**src/rtl/uart_pkg.sv**
```systemverilog
// uart_pkg: shared types and width helpers for the UART transmit path.
// Optional parity support is enabled with the UART_TX_PARITY_EN macro.
package uart_pkg;

  typedef enum logic [2:0] {
    IDLE,
    START,
    DATA,
    PARITY,
    STOP
  } tx_state_t;

  typedef enum logic [1:0] {
    PAR_NONE,
    PAR_EVEN,
    PAR_ODD,
    PAR_MARK
  } parity_mode_t;

  // Counter width for a counter running 0..n-1, never narrower than 1.
  function automatic int unsigned cnt_w(input int unsigned n);
    return (n < 2) ? 1 : $clog2(n);
  endfunction

  // Width of an occupancy count 0..depth.
  function automatic int unsigned lvl_w(input int unsigned depth);
    return $clog2(depth + 1);
  endfunction

  // Parity line value given the XOR of the data bits.
  function automatic logic par_bit(input parity_mode_t m,
                                   input logic x);
    logic r;
    r = 1'b0;
    case (m)
      PAR_EVEN: r = x;
      PAR_ODD:  r = ~x;
      PAR_MARK: r = 1'b1;
      default:  r = 1'b0;
    endcase
    return r;
  endfunction

endpackage

```
**src/rtl/sync_fifo.sv**
```systemverilog
// sync_fifo: single-clock FIFO with extra-MSB pointers.
// Full/empty come from pointer compare; level is their difference.
module sync_fifo
  import uart_pkg::*;
#(
  parameter int WIDTH = 8,
  parameter int DEPTH = 4
) (
  input  logic                      clk,
  input  logic                      n_reset,
  input  logic                      push,
  input  logic                      pop,
  input  logic [WIDTH-1:0]          wdata,
  output logic [WIDTH-1:0]          rdata,
  output logic                      full,
  output logic                      empty,
  output logic [lvl_w(DEPTH)-1:0]   level
);

  localparam int AW = cnt_w(DEPTH);
  localparam int LW = lvl_w(DEPTH);

  logic [AW:0]      wr_ptr;
  logic [AW:0]      rd_ptr;
  logic [WIDTH-1:0] mem [DEPTH];
  logic             do_push;
  logic             do_pop;

  assign do_push = push && !full;
  assign do_pop  = pop && !empty;

  // Pointer advance; wrap is modulo through natural overflow.
  always_ff @(posedge clk or negedge n_reset) begin
    if (!n_reset) begin
      wr_ptr <= '0;
      rd_ptr <= '0;
    end else begin
      if (do_push) wr_ptr <= wr_ptr + 1'b1;
      if (do_pop)  rd_ptr <= rd_ptr + 1'b1;
    end
  end

  // Storage write; contents need no reset.
  always_ff @(posedge clk) begin
    if (do_push) mem[wr_ptr[AW-1:0]] <= wdata;
  end

  assign rdata = mem[rd_ptr[AW-1:0]];
  assign empty = (wr_ptr == rd_ptr);
  assign full  = (wr_ptr[AW] != rd_ptr[AW]) &&
                 (wr_ptr[AW-1:0] == rd_ptr[AW-1:0]);
  assign level = LW'(wr_ptr - rd_ptr);

endmodule

```
**src/rtl/uart_tx_fifo.sv**
```systemverilog
// uart_tx_fifo: FIFO-fed UART transmitter, back-to-back frames.
// Define UART_TX_PARITY_EN to add per-word runtime parity.
module uart_tx_fifo
  import uart_pkg::*;
#(
  parameter int DATA_BITS    = 8,
  parameter int STOP_BITS    = 1,
  parameter int CLKS_PER_BIT = 1000,
  parameter int FIFO_DEPTH   = 4
) (
  input  logic                          clk,
  input  logic                          n_reset,
  input  logic                          in_valid,
  output logic                          in_ready,
  input  logic [DATA_BITS-1:0]          in_data,
  input  logic [1:0]                    parity_mode,
  output logic [lvl_w(FIFO_DEPTH)-1:0]  fifo_level,
  output logic                          busy,
  output logic                          out
);

  localparam int BW = cnt_w(CLKS_PER_BIT);
  localparam int CW = cnt_w(DATA_BITS + 1);
`ifdef UART_TX_PARITY_EN
  localparam int FW = DATA_BITS + 2;
`else
  localparam int FW = DATA_BITS;
`endif

  localparam logic [BW-1:0] BAUD_MAX  = BW'(CLKS_PER_BIT - 1);
  localparam logic [CW-1:0] DATA_LAST = CW'(DATA_BITS - 1);
  localparam logic [CW-1:0] STOP_LAST = CW'(STOP_BITS - 1);

  tx_state_t            state, state_n;
  logic [BW-1:0]        baud, baud_n;
  logic [CW-1:0]        bitc, bitc_n;
  logic [DATA_BITS-1:0] shift, shift_n;
  logic                 bit_end;
  logic                 load;
  logic                 pop;
  logic                 push;
  logic                 full;
  logic                 empty;
  logic [FW-1:0]        wdata;
  logic [FW-1:0]        rdata;
  logic [DATA_BITS-1:0] rd_word;

`ifdef UART_TX_PARITY_EN
  parity_mode_t         pmode, pmode_n;
  logic                 pbit, pbit_n;
  parity_mode_t         rd_mode;

  assign wdata   = {parity_mode, in_data};
  assign rd_mode = parity_mode_t'(rdata[FW-1 -: 2]);
`else
  logic                 unused_par;

  assign wdata      = in_data;
  assign unused_par = ^parity_mode;
`endif

  assign rd_word  = rdata[DATA_BITS-1:0];
  assign in_ready = !full;
  assign push     = in_valid && in_ready;
  assign bit_end  = (baud == BAUD_MAX);
  assign busy     = (state != IDLE) || !empty;

  sync_fifo #(
    .WIDTH (FW),
    .DEPTH (FIFO_DEPTH)
  ) u_fifo (
    .clk     (clk),
    .n_reset (n_reset),
    .push    (push),
    .pop     (pop),
    .wdata   (wdata),
    .rdata   (rdata),
    .full    (full),
    .empty   (empty),
    .level   (fifo_level)
  );

  // State and datapath registers; reset abandons any frame.
  always_ff @(posedge clk or negedge n_reset) begin
    if (!n_reset) begin
      state <= IDLE;
      baud  <= '0;
      bitc  <= '0;
      shift <= '0;
`ifdef UART_TX_PARITY_EN
      pmode <= PAR_NONE;
      pbit  <= 1'b0;
`endif
    end else begin
      state <= state_n;
      baud  <= baud_n;
      bitc  <= bitc_n;
      shift <= shift_n;
`ifdef UART_TX_PARITY_EN
      pmode <= pmode_n;
      pbit  <= pbit_n;
`endif
    end
  end

  // Next state, counters, line value, and frame (re)load.
  always_comb begin
    state_n = state;
    baud_n  = bit_end ? '0 : baud + 1'b1;
    bitc_n  = bitc;
    shift_n = shift;
    load    = 1'b0;
    pop     = 1'b0;
    out     = 1'b1;
`ifdef UART_TX_PARITY_EN
    pmode_n = pmode;
    pbit_n  = pbit;
`endif
    unique case (state)
      IDLE: begin
        baud_n = '0;
        load   = !empty;
      end
      START: begin
        out = 1'b0;
        if (bit_end) state_n = DATA;
      end
      DATA: begin
        out = shift[0];
        if (bit_end) begin
          shift_n = shift >> 1;
          if (bitc == DATA_LAST) begin
            bitc_n  = '0;
`ifdef UART_TX_PARITY_EN
            state_n = (pmode != PAR_NONE) ? PARITY : STOP;
`else
            state_n = STOP;
`endif
          end else begin
            bitc_n = bitc + 1'b1;
          end
        end
      end
      PARITY: begin
`ifdef UART_TX_PARITY_EN
        out = pbit;
        if (bit_end) state_n = STOP;
`else
        state_n = IDLE;
`endif
      end
      STOP: begin
        if (bit_end) begin
          if (bitc == STOP_LAST) begin
            bitc_n  = '0;
            state_n = IDLE;
            load    = !empty;
          end else begin
            bitc_n = bitc + 1'b1;
          end
        end
      end
      default: state_n = IDLE;
    endcase
    if (load) begin
      pop     = 1'b1;
      state_n = START;
      baud_n  = '0;
      bitc_n  = '0;
      shift_n = rd_word;
`ifdef UART_TX_PARITY_EN
      pmode_n = rd_mode;
      pbit_n  = par_bit(rd_mode, ^rd_word);
`endif
    end
  end

endmodule
```
**config.mk**
```make
export PLATFORM = sky130hd
export DESIGN_NAME = uart_tx_fifo
export DESIGN_NICKNAME = d
export VERILOG_FILES = /design/src/rtl/uart_pkg.sv /design/src/rtl/sync_fifo.sv /design/src/rtl/uart_tx_fifo.sv
export SDC_FILE = /design/constraint.sdc
export NUM_CORES = 1
export LEC_CHECK = 0
export ABC_AREA = 1
export BUFFER_PORTS_ARGS = -buffer_cell sky130_fd_sc_hd__buf_2
export CORE_MARGIN = 3
export CORE_UTILIZATION = 30
export CTS_BUF_LIST = sky130_fd_sc_hd__clkbuf_16
export CTS_CLUSTER_DIAMETER = 120
export DETAILED_ROUTE_END_ITERATION = 16
export PLACE_DENSITY = 0.55
export SLEW_MARGIN = 20
export SYNTH_ARGS = -nofsm -noshare
export SYNTH_HDL_FRONTEND = slang
export SYNTH_SLANG_ARGS = --single-unit
```
**constraint.sdc**
```tcl
create_clock -name clk -period 2.4 [get_ports clk]
set_clock_uncertainty 0.05 [all_clocks]
set_input_delay 0.12 -clock clk [delete_from_list [all_inputs] [get_ports clk]]
set_output_delay 0.12 -clock clk [all_outputs]
set_load 0.1 [all_outputs]
```
Word-level counts from Yosys, hierarchy flattened
Memories as Yosys holds them, arrays and structs flattened.
Cells that the tools add are included.
{ "op_classes": {"n_addsub": 5, "n_eq_ne": 14, "mux": 26, "n_reduce_logical": 16} }
{ "op_table": {"columns": ["operator", "count"], "rows": [
  ["10-bit two-way mux", 3],
  ["8-bit two-way mux", 3],
  ["4-bit two-way mux", 5],
  ["3-bit two-way mux", 6],
  ["3-bit != test, second input constant", 5],
  ["3-bit case mux with 4 select lines", 1],
  ["10-bit by 1-bit adder with 10-bit output, second input constant", 1],
  ["10-bit == test, second input constant", 1],
  ["4-bit case mux with 2 select lines", 1],
  ["3-bit by 1-bit adder with 3-bit output, second input constant", 2],
  ["6-bit AND reduction", 1],
  ["3-bit nonzero test", 2],
  ["1-bit two-way mux", 5],
  ["4-bit by 1-bit adder with 4-bit output, second input constant", 1],
  ["4-bit by 3-bit == test with 1-bit output, second input constant", 1],
  ["1-bit logical AND", 4],
  ["4-bit logical NOT", 1],
  ["1-bit case mux with 2 select lines", 2],
  ["2-bit nonzero test", 2],
  ["3-bit by 1-bit == test with 1-bit output, second input constant", 1],
  ["3-bit by 2-bit == test with 1-bit output, second input constant", 1],
  ["3-bit == test", 1],
  ["3-bit == test, second input constant", 1],
  ["3-bit logical NOT", 1],
  ["other kinds (8)", 9]
]} }
{ "word_totals": {"regBits": 31, "ramBits": 32, "in_bits": 13, "output_inout_bits": 6, "mem_count": 1} }
{ "memory_table": {"columns": ["memory", "words", "width", "read_ports", "rd_ports_with_merged_regs", "wr", "line", "text"], "rows": [
  ["u_fifo.mem", 4, 8, 1, 0, 1, "sync_fifo.sv:25", "logic [WIDTH-1:0] mem [DEPTH];"]
]} }

Depth between registers and ports, before layout
Gate-level depths: netlist of the first run.
{ "depth": {"word_depth": 7, "mapped_depth": 13} }

Hierarchy
From an unflattened synthesis of the first run, not the netlist that was laid out.
{ "unflattened": {"hier_cells": 347, "area_unflattened_um2": 3208.1} }
{ "modules_own_cells": {"columns": ["module", "instances", "cells_each", "area_each_um2", "seq_area_each_um2"], "rows": [
  ["sync_fifo", 1, 141, 1692.9, 1111.1],
  ["uart_tx_fifo", 1, 206, 1515.2, 625.6]
]} }

Least setup slack after synthesis of the first run
No wires, ideal clock.
{ "synth_path": {"path_kind": "reg-to-reg", "from": "register u_fifo.rd_ptr[1]", "to": "memory u_fifo.mem[3][0] (enable)", "setup_time_ps": 375, "arrival_ps": 2437, "slack_ps": -462, "path_stages_with_launch": 6, "n_path_buf": 0, "period_less_slack_ps": 2862, "cell_sequence": "dfrtp_1 -> clkinv_1 -> ha_1 -> nand3_1 -> nand2_2 -> nor2_1"} }
{ "synth_between": {"elab_chain_len": 7} }
{ "synth_rtl": {"columns": ["element", "line", "text"], "rows": [
  ["start: declaration", "sync_fifo.sv:24", "logic [AW:0] rd_ptr;"],
  ["start signal: assignment", "sync_fifo.sv:39", "if (do_pop) rd_ptr <= rd_ptr + 1'b1;"],
  ["2-bit == test *", "sync_fifo.sv:51", "(wr_ptr[AW-1:0] == rd_ptr[AW-1:0]);"],
  ["1-bit logical AND *", "sync_fifo.sv:50", "assign full = (wr_ptr[AW] != rd_ptr[AW]) &&"],
  ["1-bit logical NOT *", "uart_tx_fifo.sv:63", "assign in_ready = !full;"],
  ["via in_ready", "uart_tx_fifo.sv:14", "output logic in_ready,"],
  ["1-bit logical AND", "uart_tx_fifo.sv:64", "assign push = in_valid && in_ready;"],
  ["1-bit logical AND *", "sync_fifo.sv:29", "assign do_push = push && !full;"],
  ["1-bit two-way mux *", "sync_fifo.sv:45", "if (do_push) mem[wr_ptr[AW-1:0]] <= wdata;"],
  ["1-bit two-way mux (not written as such) *", "sync_fifo.sv:45", null],
  ["end: declaration", "sync_fifo.sv:25", null]
]} }
The timed path passes the listed nets; every way through them passes the cells marked *.

Worst setup path in the final report of the first run
{ "layout_path": {"from": "register u_fifo.wr_ptr[0]", "to": "output port fifo_level[2]"} }
{ "layout_between": {"elab_chain_len": 1} }
{ "layout_rtl": {"columns": ["element", "line", "text"], "rows": [
  ["start: declaration", "sync_fifo.sv:23", "logic [AW:0] wr_ptr;"],
  ["start signal: assignment", "sync_fifo.sv:38", "if (do_push) wr_ptr <= wr_ptr + 1'b1;"],
  ["3-bit subtractor", "sync_fifo.sv:52", "assign level = LW'(wr_ptr - rd_ptr);"],
  ["end: declaration", "uart_tx_fifo.sv:17", "output logic [lvl_w(FIFO_DEPTH)-1:0] fifo_level,"]
]} }
No other way between the ends.

==> results.md, run 1 <==
- Leading post-synthesis cells by cell area: edfxtp_1 (32%), dfrtp_1 (26%), nand2_1 (6.0%)
- Root Buffer: clkbuf_16
- Cell Rows: 36
- # DRC: 0
- Final WL: 5650 um
- TritonCTS Buffers: 9
- Number of vias per cell: 4.47
- Mux cell area share after synthesis: 0%
- Placed standard-cell area: 0.00329 mm^2
- First drt pass iteration count: 4
- Final Cycle Share: 90.5%
- Post-synthesis simple-gate area fraction: 18.6%
- Critical Path Source: u_fifo.wr_ptr[0]
- Global Route Usage Sum: 11.3%
- N_diodes: 0
- Finish-stage setup viols: 0
- Wire per inst: 11.8 um
- Final total power: 3.54 mW
- Seq/Total Area, Yosys: 57.4%
- Area share of the largest cell type after synthesis: 31.8%
- Metal2 WL: 2630 um
- Commonest non-fill, non-tap cell in the layout: nand2_1
- Die Y-Extent: 106 um
- Pwr/cell area: 954 mW/mm^2
- Largest net degree at the start of global routing: 32
- Compound-cell area share of the yosys netlist: 9.35%
- Synth Area in Adders: 4.80%
- First-pass GRT wire length: 10100 um
- Die ar.: 0.0113 mm^2
- Share of layout cells above drive strength 1: 18.0%
- CP Capture Type: primary output
- Highest metal used: met4
- Buffer and inverter count on the worst path: 2
- Worst slew margin: 51.9%
- Post-synth ARST share: 49.2%
- Hold depth: 3
- Crit-path max FO: 4
- Syn Nets: 327
- Xor/xnor share of the synthesized area: 3.72%
- Crit-path cells: inv_1 -> ha_1 -> fa_1 -> xor2_2 -> buf_2
- Worst stage delay on the critical path: 0.43 ns
- Synth area leader: edfxtp_1
- Setup bufs post-CTS: 0
- Hold Vio Cnt, Final: 0
- Via Count: 2133
- Nets: 363
- DP HPWL: 3760 um
- Worst vdd ir: 0.000664 V
- Layout fillers: 969
- Outcome: finished clean
- Most common flop cell mapped by yosys: edfxtp_1
- P&R area growth vs syn: 22.5%
- Number of max-cap violations: 0
- Syn Area/Cell: 9.98 um^2
- Initial antenna violation count: 0
- ANT nets after route: 0
- Critical path data required time: 2.23 ns
- Leak pwr: 1.56 nW
- Initial Util: 30.9%
- Type of origin of the critical path: flop
- CP top delay family: adder cells
- CTS tree: yes
- Tightest Pin Transition: 0.722 ns
- Worst reg2reg setup slack: 0.41 ns
- Starting DRC count in detailed routing: 88
- Path category of the worst min-delay check: input port to flop
- Core ar.: 0.00977 mm^2
- EDFF count, synth: 32
- Mapped Cells: 303
- Number of I/O port buffers: 16
- Worst Reg-to-Reg Cells: 9
- Clk buf depth: 2
- Slowest cell on the critical path: buf_2
- Crit path time final: 2.17 ns
- Finished Layout Cells: 477
- Met1 wire length: 2650 um
- Hold path start: in_valid
- Vias in the first global route: 2131
- Syn. warnings: 0
- Global route overflow: 0
- Placed Cells: 452
- # clock sinks: 63
- Commonest cells after routing, fill and taps aside: nand2_1 (48), nor2_1 (43), edfxtp_1 (32)
- Crit Path Category: flop to primary output
- Worst hold slack: 0.109 ns
- Data arrival time of the worst path: 2.00 ns
- RSZ-0062 raised after global routing: no
- Reg2Reg Capture Point: u_fifo.rd_ptr[1]
- Final Util: 37.9%
- Gpl congestion: 0.790
- Routed wl met3: 263 um
- Max frequency: 0.461 GHz
- Synthesized flop and latch total: 63
- Slew Viols, Final: 0
- Largest family of logic cells by synthesized area: simple AND/OR/NAND/NOR gates
- Endpoint, Worst Hold: u_fifo.wr_ptr[1]
- Clock latency on the worst-skew pair: 0.33 ns
- Clk slew on worst S/H paths: 0.06 ns
- H-tree Lvls: 3
- Die X-Extent: 106 um
- Launch point of the worst reg-to-reg path: u_fifo.rd_ptr[1]
- Yosys cell types: 33
- Ports: 19
- Syn Std Cell Area: 0.00302 mm^2
- Final Cell Area: 0.00371 mm^2
## worst reg2reg max path: stages, from the launching register on
cell and delay [ns]:
dfrtp_1 0.35, clkinv_1 0.27, ha_1 0.43, nand2_1 0.07, nor2_2 0.15, nor2_2 0.06
nand2_4 0.20, clkinv_8 0.13, nand2_1 0.08, o21ai_0 0.07
## area by class of cell
| class | instances | area, um^2 | area share, % |
|---|---|---|---|
| Inverter | 34 | 140 | 3.78 |
| Tap cell | 133 | 166 | 4.49 |
| Clock inverter | 7 | 104 | 2.80 |
| Clock buffer | 9 | 225 | 6.08 |
| Sequential cell | 63 | 1740 | 46.9 |
| Timing Repair Buffer | 31 | 215 | 5.81 |
| Multi-Input combinational cell | 200 | 1120 | 30.2 |
## kinds of logic after synthesis
logic type | after synthesis
and+or+nand+nor | 128
AOI/OAI and AO/OA | 49
xor gates and xnor gates | 12
DFF | 63
adders and majority gates | 11
buffers and inverters | 40
## stage by stage
step | TNS (ns) | worst slack (ns)
4_1_cts | 0 | 0.203
5_1_grt | 0 | 0.0866
3_3_place_gp | 0 | 0.428
6_report | 0 | 0.229
2_1_floorplan | -1.12 | -0.0466
3_5_place_dp | 0 | 0.410
## power by group
group | switching, mW | leakage (nW) | internal (mW)
combinational | 0.608 | 0.722 | 0.176
clock | 0.503 | 0.161 | 0.923
sequential | 0.0440 | 0.680 | 1.28
total | 1.15 | 1.56 | 2.38
## worst max-delay path by stage
stage	to	slack [ns]	depth (start not counted)
finish	fifo_level[2]	0.23	5
global route	busy	0.09	6
CTS	fifo_level[2]	0.20	5
detailed placement	u_fifo.rd_ptr[1]	0.41	9
global placement	u_fifo.rd_ptr[1]	0.43	9
floorplan	u_fifo.mem[2][0]	-0.05	5
## metal layers
layer / vias up / GRT usage, %
li1: 1088 / -
met3: 9 / 2.85
met1: 990 / 14.7
met2: 46 / 18.0
met5: - / 0
met4: 0 / 4.63
## cells in the mapped netlist, types with 3 or more instances
| library cell | count |
|---|---|
| nand2_1 | 48 |
| nor2_1 | 44 |
| edfxtp_1 | 32 |
| dfrtp_1 | 31 |
| inv_1 | 28 |
| o21ai_0 | 24 |
| nand3_1 | 12 |
| ha_1 | 10 |
| xor2_1 | 10 |
| o22ai_1 | 8 |
| nor2_2 | 7 |
| nand4_1 | 6 |
| nor3_1 | 5 |
| o211ai_1 | 5 |
| o21ai_1 | 5 |
| o21ai_2 | 4 |
| a21oi_1 | 3 |
| inv_2 | 3 |
## state kept, by name, indices dropped and copies added, names as in the netlist
signal / count
baud: 10
shift: 8
u_fifo.mem: 32
bitc: 4
u_fifo.wr_ptr: 3
state: 3
u_fifo.rd_ptr: 3
## repair_timing
action | CTS | global route
setup endpoints to repair | 0 | 0
endpoints found under the hold margin | 63 | 0
hold buffers | 9 | 0
gates resized for setup | 0 | 0
(Power assumes the default switching activity.)
==> run 2: changes to the inputs <==
Settings changed: PLACE_DENSITY 0.55 to 0.43.
==> run 2 against run 1 <==
Against the previous run: utilization down 0.064 points; hold slack got worse by 0.0015 ns; via count shrank 1.3%; critical path depth unchanged; critical path type unchanged; highest routed layer unchanged.
==> results.md, run 2 (same netlist as run 1, synthesis figures left out) <==
- Outcome: finished clean (unchanged)
- Largest net degree at the start of global routing: 32 (unchanged)
- Clk buf depth: 2 (unchanged)
- Clock latency on the worst-skew pair: 0.32 ns (was 0.33 ns)
- Share of layout cells above drive strength 1: 18.0% (about the same)
- Initial Util: 30.9% (unchanged)
- Slew Viols, Final: 0 (unchanged)
- Type of origin of the critical path: flop (unchanged)
- Post-CTS Resized: 0 (unchanged)
- Tightest Pin Transition: 0.736 ns (was 0.722 ns)
- Clk slew on worst S/H paths: 0.06 ns (about the same)
- Number of I/O port buffers: 16 (unchanged)
- Crit Path Category: flop to primary output (unchanged)
- Crit-path max FO: 4 (unchanged)
- Finished Layout Cells: 478 (was 477)
- Wire per inst: 12.7 um (was 11.8 um)
- Hold Vio Cnt, Final: 0 (unchanged)
- First drt pass iteration count: 4 (unchanged)
- Die ar.: 0.0113 mm^2 (unchanged)
- Worst slew margin: 50.9% (was 51.9%)
- Vias in the first global route: 2077 (was 2131)
- Number of vias per cell: 4.40 (was 4.47)
- Via Count: 2105 (was 2133)
- # DRC: 0 (unchanged)
- Leak pwr: 1.56 nW (about the same)
- Largest register FFs: 32 (unchanged)
- N_diodes: 0 (unchanged)
- Number of max-cap violations: 0 (unchanged)
- Worst vdd ir: 0.000479 V (was 0.000664 V)
- Data arrival time of the worst path: 2.01 ns (was 2.00 ns)
- First-pass GRT wire length: 10300 um (was 10100 um)
- Nets: 364 (was 363)
- Max frequency: 0.459 GHz (was 0.461 GHz)
- ANT nets after route: 0 (unchanged)
- Crit path time final: 2.18 ns (was 2.17 ns)
- DP HPWL: 4050 um (was 3760 um)
- RSZ-0062 raised after global routing: no (unchanged)
- H-tree Lvls: 3 (unchanged)
- CTS tree: yes (unchanged)
- Pwr/cell area: 940 mW/mm^2 (was 954 mW/mm^2)
- FF/Latch Area: 0.00174 mm^2 (unchanged)
- Die X-Extent: 106 um (unchanged)
- Initial antenna violation count: 0 (unchanged)
- P&R area growth vs syn: 22.3% (was 22.5%)
- Die Y-Extent: 106 um (unchanged)
- Worst hold slack: 0.108 ns (was 0.109 ns)
- Core ar.: 0.00977 mm^2 (unchanged)
- Finish-stage setup viols: 0 (unchanged)
- Root Buffer: clkbuf_16 (unchanged)
- CP Capture Type: primary output (unchanged)
- Ports: 19 (unchanged)
- TritonCTS Buffers: 9 (unchanged)
- Cell Rows: 36 (unchanged)
- Starting DRC count in detailed routing: 45 (was 88)
- Final WL: 6080 um (was 5650 um)
- Commonest non-fill, non-tap cell in the layout: nand2_1 (unchanged)
- Critical path data required time: 2.23 ns (about the same)
- Gpl congestion: 0.736 (was 0.790)
- Path category of the worst min-delay check: input port to flop (unchanged)
- Commonest cells after routing, fill and taps aside: nand2_1 (48), nor2_1 (43), edfxtp_1 (32) (unchanged)
- Area of the multi-input gates: 0.00112 mm^2 (unchanged)
- Layout fillers: 985 (was 969)
- Placed Cells: 453 (was 452)
- Global route overflow: 0 (unchanged)
- Final Cycle Share: 90.8% (was 90.5%)
- # clock sinks: 63 (unchanged)
- Global Route Usage Sum: 11.8% (was 11.3%)
## run 2: cell types whose count changed in the layout (fill, tap and decap cells not counted), sizes merged
| cell | delta |
|---|---|
| buf | +1 |
| clkinvlp | +1 |
| inv | -2 |
| clkinv | +1 |
## run 2: cell type report
class	count	area share, %
Inverter	34	3.79
Clock buffer	9	6.09
Timing Repair Buffer	32	6.02
Multi-Input combinational cell	200	30.2
Tap cell	133	4.50
Sequential cell	63	46.9
Clock inverter	7	2.43
## run 2: per-stage QoR
step | utilization, % | total power, mW | setup TNS [ns] | setup WS (ns) | cell area (um^2)
after floorplan | - | 1.95 | -1.12 | -0.0466 | 3040
after global placement | 33.7 | 2.13 | 0 | 0.426 | 3290
after detailed placement | 33.7 | 2.14 | 0 | 0.391 | 3290
after CTS | 37.9 | 3.54 | 0 | 0.196 | 3700
after global routing | 37.9 | 3.65 | 0 | 0.135 | 3700
final | 37.9 | 3.48 | 0 | 0.221 | 3700
## run 2: metal layers
layer	track usage (%)	up-vias	wire length, um	share of wire, %
li1	-	1088	-	-
met1	14.6	985	2920	48
met2	19.5	27	2890	48
met3	3.83	5	188	3.1
met4	3.61	0	74	1.2
met5	0	-	0	0
## run 2: what timing repair did
item | CTS | global route
hold endpoints to repair | 63 | 0
buffers inserted | 0 | 0
hold buffers | 9 | 0
endpoints found under the setup margin | 0 | 0
## run 2: worst paths after layout
kind                                   from               end  slack (ns)  depth (start not counted)
min                                in_valid  u_fifo.wr_ptr[0]        0.11                          3
min reg2reg                        shift[7]          shift[7]        0.46                          2
max                        u_fifo.wr_ptr[0]     fifo_level[2]        0.22                          5
max reg2reg                u_fifo.rd_ptr[1]          shift[0]        0.42                          9
min in group asynchronous           n_reset           baud[6]        0.35                          2
max in group asynchronous           n_reset           bitc[3]        1.47                          2
## run 2: where the power goes
group | total (mW) | switching [mW] | internal, mW | leakage [nW]
Clock | 1.37 | 0.465 | 0.902 | 0.157
Sequential | 1.33 | 0.0461 | 1.28 | 0.680
Combinational | 0.781 | 0.605 | 0.176 | 0.727
## run 2: critical path, cell delays in order (launching register included)
cell and delay (ns):
dfrtp_1 0.37, inv_1 0.11, ha_1 0.21, fa_1 0.41, xor2_2 0.16, buf_2 0.43
==> run 3: changes to the inputs <==
Settings changed: SYNTH_HIERARCHICAL set to 1.
==> run 3 against run 2 <==
Against the previous run: global-route usage rose by 0.50 points; routed wire length rose by 7.3%; via count rose by 12%; combinational power rose to 3.4 times the previous value; sequential power rose by 26%; hold slack improved by 0.090 ns; synthesized cell count rose by 15%; critical path type unchanged; largest cell class unchanged; largest power group is now combinational cells; highest routed layer unchanged.
==> results.md, run 3 <==
- DP HPWL: 4450 um (was 4050 um)
- Syn. warnings: 6 (was 0)
- Mapped Cells: 347 (was 303)
- N_diodes: 0 (unchanged)
- P&R area growth vs syn: 21.1% (was 22.3%)
- Initial antenna violation count: 0 (unchanged)
- Nets: 408 (was 364)
- Commonest cells after routing, fill and taps aside: nand2_1 (68), nor2_1 (50), inv_1 (39) (was nand2_1 (48), nor2_1 (43), edfxtp_1 (32))
- Starting DRC count in detailed routing: 58 (was 45)
- Pwr/cell area: 1460 mW/mm^2 (was 940 mW/mm^2)
- Leading post-synthesis cells by cell area: edfxtp_1 (30%), dfrtp_1 (24%), nand2_1 (8.0%) (was edfxtp_1 (32%), dfrtp_1 (26%), nand2_1 (6.0%))
- Clk slew on worst S/H paths: 0.06 ns (about the same)
- Leak pwr: 1.71 nW (was 1.56 nW)
- Via Count: 2350 (was 2105)
- Max frequency: 0.469 GHz (was 0.459 GHz)
- Synthesized flop and latch total: 63 (unchanged)
- Worst slew margin: 51.6% (was 50.9%)
- Setup Total Neg Slack: 0 ns (unchanged)
- Syn Area/Cell: 9.25 um^2 (was 9.98 um^2)
- Cell Rows: 37 (was 36)
- Mux cell area share after synthesis: 0% (unchanged)
- Number of vias per cell: 4.48 (was 4.40)
- Path category of the worst min-delay check: input port to flop (unchanged)
- Root Buffer: clkbuf_16 (unchanged)
- Outcome: finished clean (unchanged)
- Clk buf depth: 2 (unchanged)
- Syn Nets: 371 (was 327)
- H-tree Lvls: 3 (unchanged)
- Post-synthesis simple-gate area fraction: 25.4% (was 18.6%)
- Largest register FFs: 32 (unchanged)
- Count leader, synth: nand2_1 (unchanged)
- Setup bufs post-CTS: 0 (unchanged)
- RSZ-0062 raised after global routing: no (unchanged)
- First-pass GRT wire length: 11400 um (was 10300 um)
- Placed standard-cell area: 0.00349 mm^2 (was 0.00329 mm^2)
- Ports: 19 (unchanged)
- Data arrival time of the worst path: 1.96 ns (was 2.01 ns)
- Number of max-cap violations: 0 (unchanged)
- Type of origin of the critical path: flop (unchanged)
- Vias in the first global route: 2375 (was 2077)
- Synth Area in Adders: 4.52% (was 4.80%)
- TritonCTS Buffers: 9 (unchanged)
- Crit Path Category: flop to primary output (unchanged)
- Die ar.: 0.0120 mm^2 (was 0.0113 mm^2)
- Gpl congestion: 0.788 (was 0.736)
- Yosys cell types: 37 (was 33)
- Core ar.: 0.0104 mm^2 (was 0.00977 mm^2)
- Crit path time final: 2.13 ns (was 2.18 ns)
- Crit-path max FO: 4 (unchanged)
- Critical path's most frequent cell: inv_1
- Share of layout cells above drive strength 1: 17.5% (was 18.0%)
- EDFF count, synth: 32 (unchanged)
- Critical Path Source: u_fifo/wr_ptr[0] (was u_fifo.wr_ptr[0])
- Compound-cell area share of the yosys netlist: 7.29% (was 9.35%)
- Global route overflow: 0 (unchanged)
- Synth area leader: edfxtp_1 (unchanged)
- Worst stage delay on the critical path: 0.47 ns (was 0.43 ns)
- Final Cycle Share: 88.8% (was 90.8%)
- Initial Util: 30.9% (about the same)
- Final Cell Area: 0.00388 mm^2 (was 0.00370 mm^2)
- CP Capture Type: primary output (unchanged)
- Post-synth ARST share: 49.2% (unchanged)
- CTS tree: yes (unchanged)
- Launch point of the worst reg-to-reg path: u_fifo/wr_ptr[0] (was u_fifo.rd_ptr[1])
- # clock sinks: 63 (unchanged)
- ANT nets after route: 0 (unchanged)
- Seq/Total Area, Yosys: 54.1% (was 57.4%)
- Die X-Extent: 109 um (was 106 um)
- Post-synth top cells: nand2_1 (68), nor2_1 (50), inv_1 (40) (was nand2_1 (48), nor2_1 (44), edfxtp_1 (32))
- Critical path data required time: 2.23 ns (about the same)
- Slew Viols, Final: 0 (unchanged)
- Largest family of logic cells by synthesized area: simple AND/OR/NAND/NOR gates (unchanged)
- Commonest non-fill, non-tap cell in the layout: nand2_1 (unchanged)
- Crit-path cells: inv_1 -> ha_1 -> inv_1 -> fa_1 -> buf_2 (was inv_1 -> ha_1 -> fa_1 -> xor2_2 -> buf_2)
- Hold Vio Cnt, Final: 0 (unchanged)
- Syn Std Cell Area: 0.00321 mm^2 (was 0.00302 mm^2)
- # DRC: 0 (unchanged)
- Most common flop cell mapped by yosys: edfxtp_1 (unchanged)
- Largest net degree at the start of global routing: 32 (unchanged)
- Clock latency on the worst-skew pair: 0.33 ns (was 0.32 ns)
- Worst vdd ir: 0.000876 V (was 0.000479 V)
- Tightest Pin Transition: 0.726 ns (was 0.736 ns)
- First drt pass iteration count: 4 (unchanged)
- Global Route Usage Sum: 12.3% (was 11.8%)
- Slowest cell on the critical path: fa_1 (was buf_2)
- Number of I/O port buffers: 16 (unchanged)
- Area share of the largest cell type after synthesis: 30.0% (was 31.8%)
- Xor/xnor share of the synthesized area: 1.09% (was 3.72%)
- Die Y-Extent: 109 um (was 106 um)
- Finish-stage setup viols: 0 (unchanged)
- Final WL: 6520 um (was 6080 um)
- Hold path start: in_valid (unchanged)
- Wire per inst: 12.4 um (was 12.7 um)
run 3: cell types whose count changed in the layout (fill, tap and decap cells not counted), sizes merged, moves of 2 or more:
cell      delta
nand2       +26
nor2         +3
nand3       +12
nand4        +2
o211ai       -5
o21ai        -5
clkinvlp     +3
inv         +16
xor2         -8
clkinv       -6
run 3: final timing paths:
| check | endpoint | slack (ns) | depth (start not counted) |
|---|---|---|---|
| min in group asynchronous | baud[5] | 0.34 | 2 |
| worst max-delay path | fifo_level[1] | 0.27 | 5 |
| worst max register to register | u_fifo/mem[0][3] | 0.28 | 11 |
| max in group asynchronous | shift[5] | 1.49 | 2 |
| worst min-delay path | u_fifo/wr_ptr[2] | 0.20 | 7 |
| worst min register to register | baud[0] | 0.41 | 1 |
run 3: worst max-delay path: cells and delay by family (launching register included):
family                   cells  cell delay (ns)
adder cells (fa/ha/maj)      2             0.63
flip-flops                   1             0.41
buffers and inverters        3             0.60
run 3: logic make-up (layout without fill, tap and decap cells):
logic type | Yosys count | after routing
adders and majority gates | 11 | 11
DFF | 63 | 63
buffers and inverters | 53 | 95
and+or+nand+nor | 174 | 174
AOI/OAI and AO/OA | 42 | 42
xor gates and xnor gates | 4 | 4
run 3: power breakdown:
part	total (mW)	leakage (nW)	internal [mW]	switching, mW
Combinational	2.69	0.881	0.801	1.89
Clock	1.32	0.139	0.814	0.505
Sequential	1.67	0.688	1.48	0.186
run 3: cell type report:
class / count / area [um^2]
Inverter: 46 / 179
Timing Repair Buffer: 33 / 260
Multi-Input combinational cell: 231 / 1230
Clock inverter: 7 / 78.8
Sequential cell: 63 / 1740
Clock buffer: 9 / 225
Fill cell: 1096 / 6480
Tap cell: 136 / 170
run 3: metrics by stage:
step | worst slack [ns] | power, mW | utilization [%] | instances | hold WS (ns)
after CTS | 0.125 | 5.77 | 37.4 | 525 | 0.186
after global routing | 0.0902 | 6.13 | 37.5 | 525 | 0.241
after detailed placement | 0.147 | 4.42 | 33.6 | 500 | 0.183
after global placement | 0.208 | 4.41 | 33.6 | 500 | 0.187
after floorplan | 0.0304 | 3.82 | - | 347 | -0.226
final | 0.270 | 5.68 | 37.5 | 525 | 0.197
run 3: what timing repair did:
| item | CTS | global route |
|---|---|---|
| endpoints found under the hold margin | 63 | 0 |
| resized for setup | 0 | 1 |
| setup endpoints to repair | 0 | 2 |
| hold buffers | 9 | 0 |
run 3: routing by layer:
layer	global-route usage (%)	vias to the layer above	wire length [um]
li1	-	1213	-
met1	15.2	1094	3070
met2	21.0	37	3150
met3	3.41	6	250
met4	3.47	0	53
met5	0	-	0
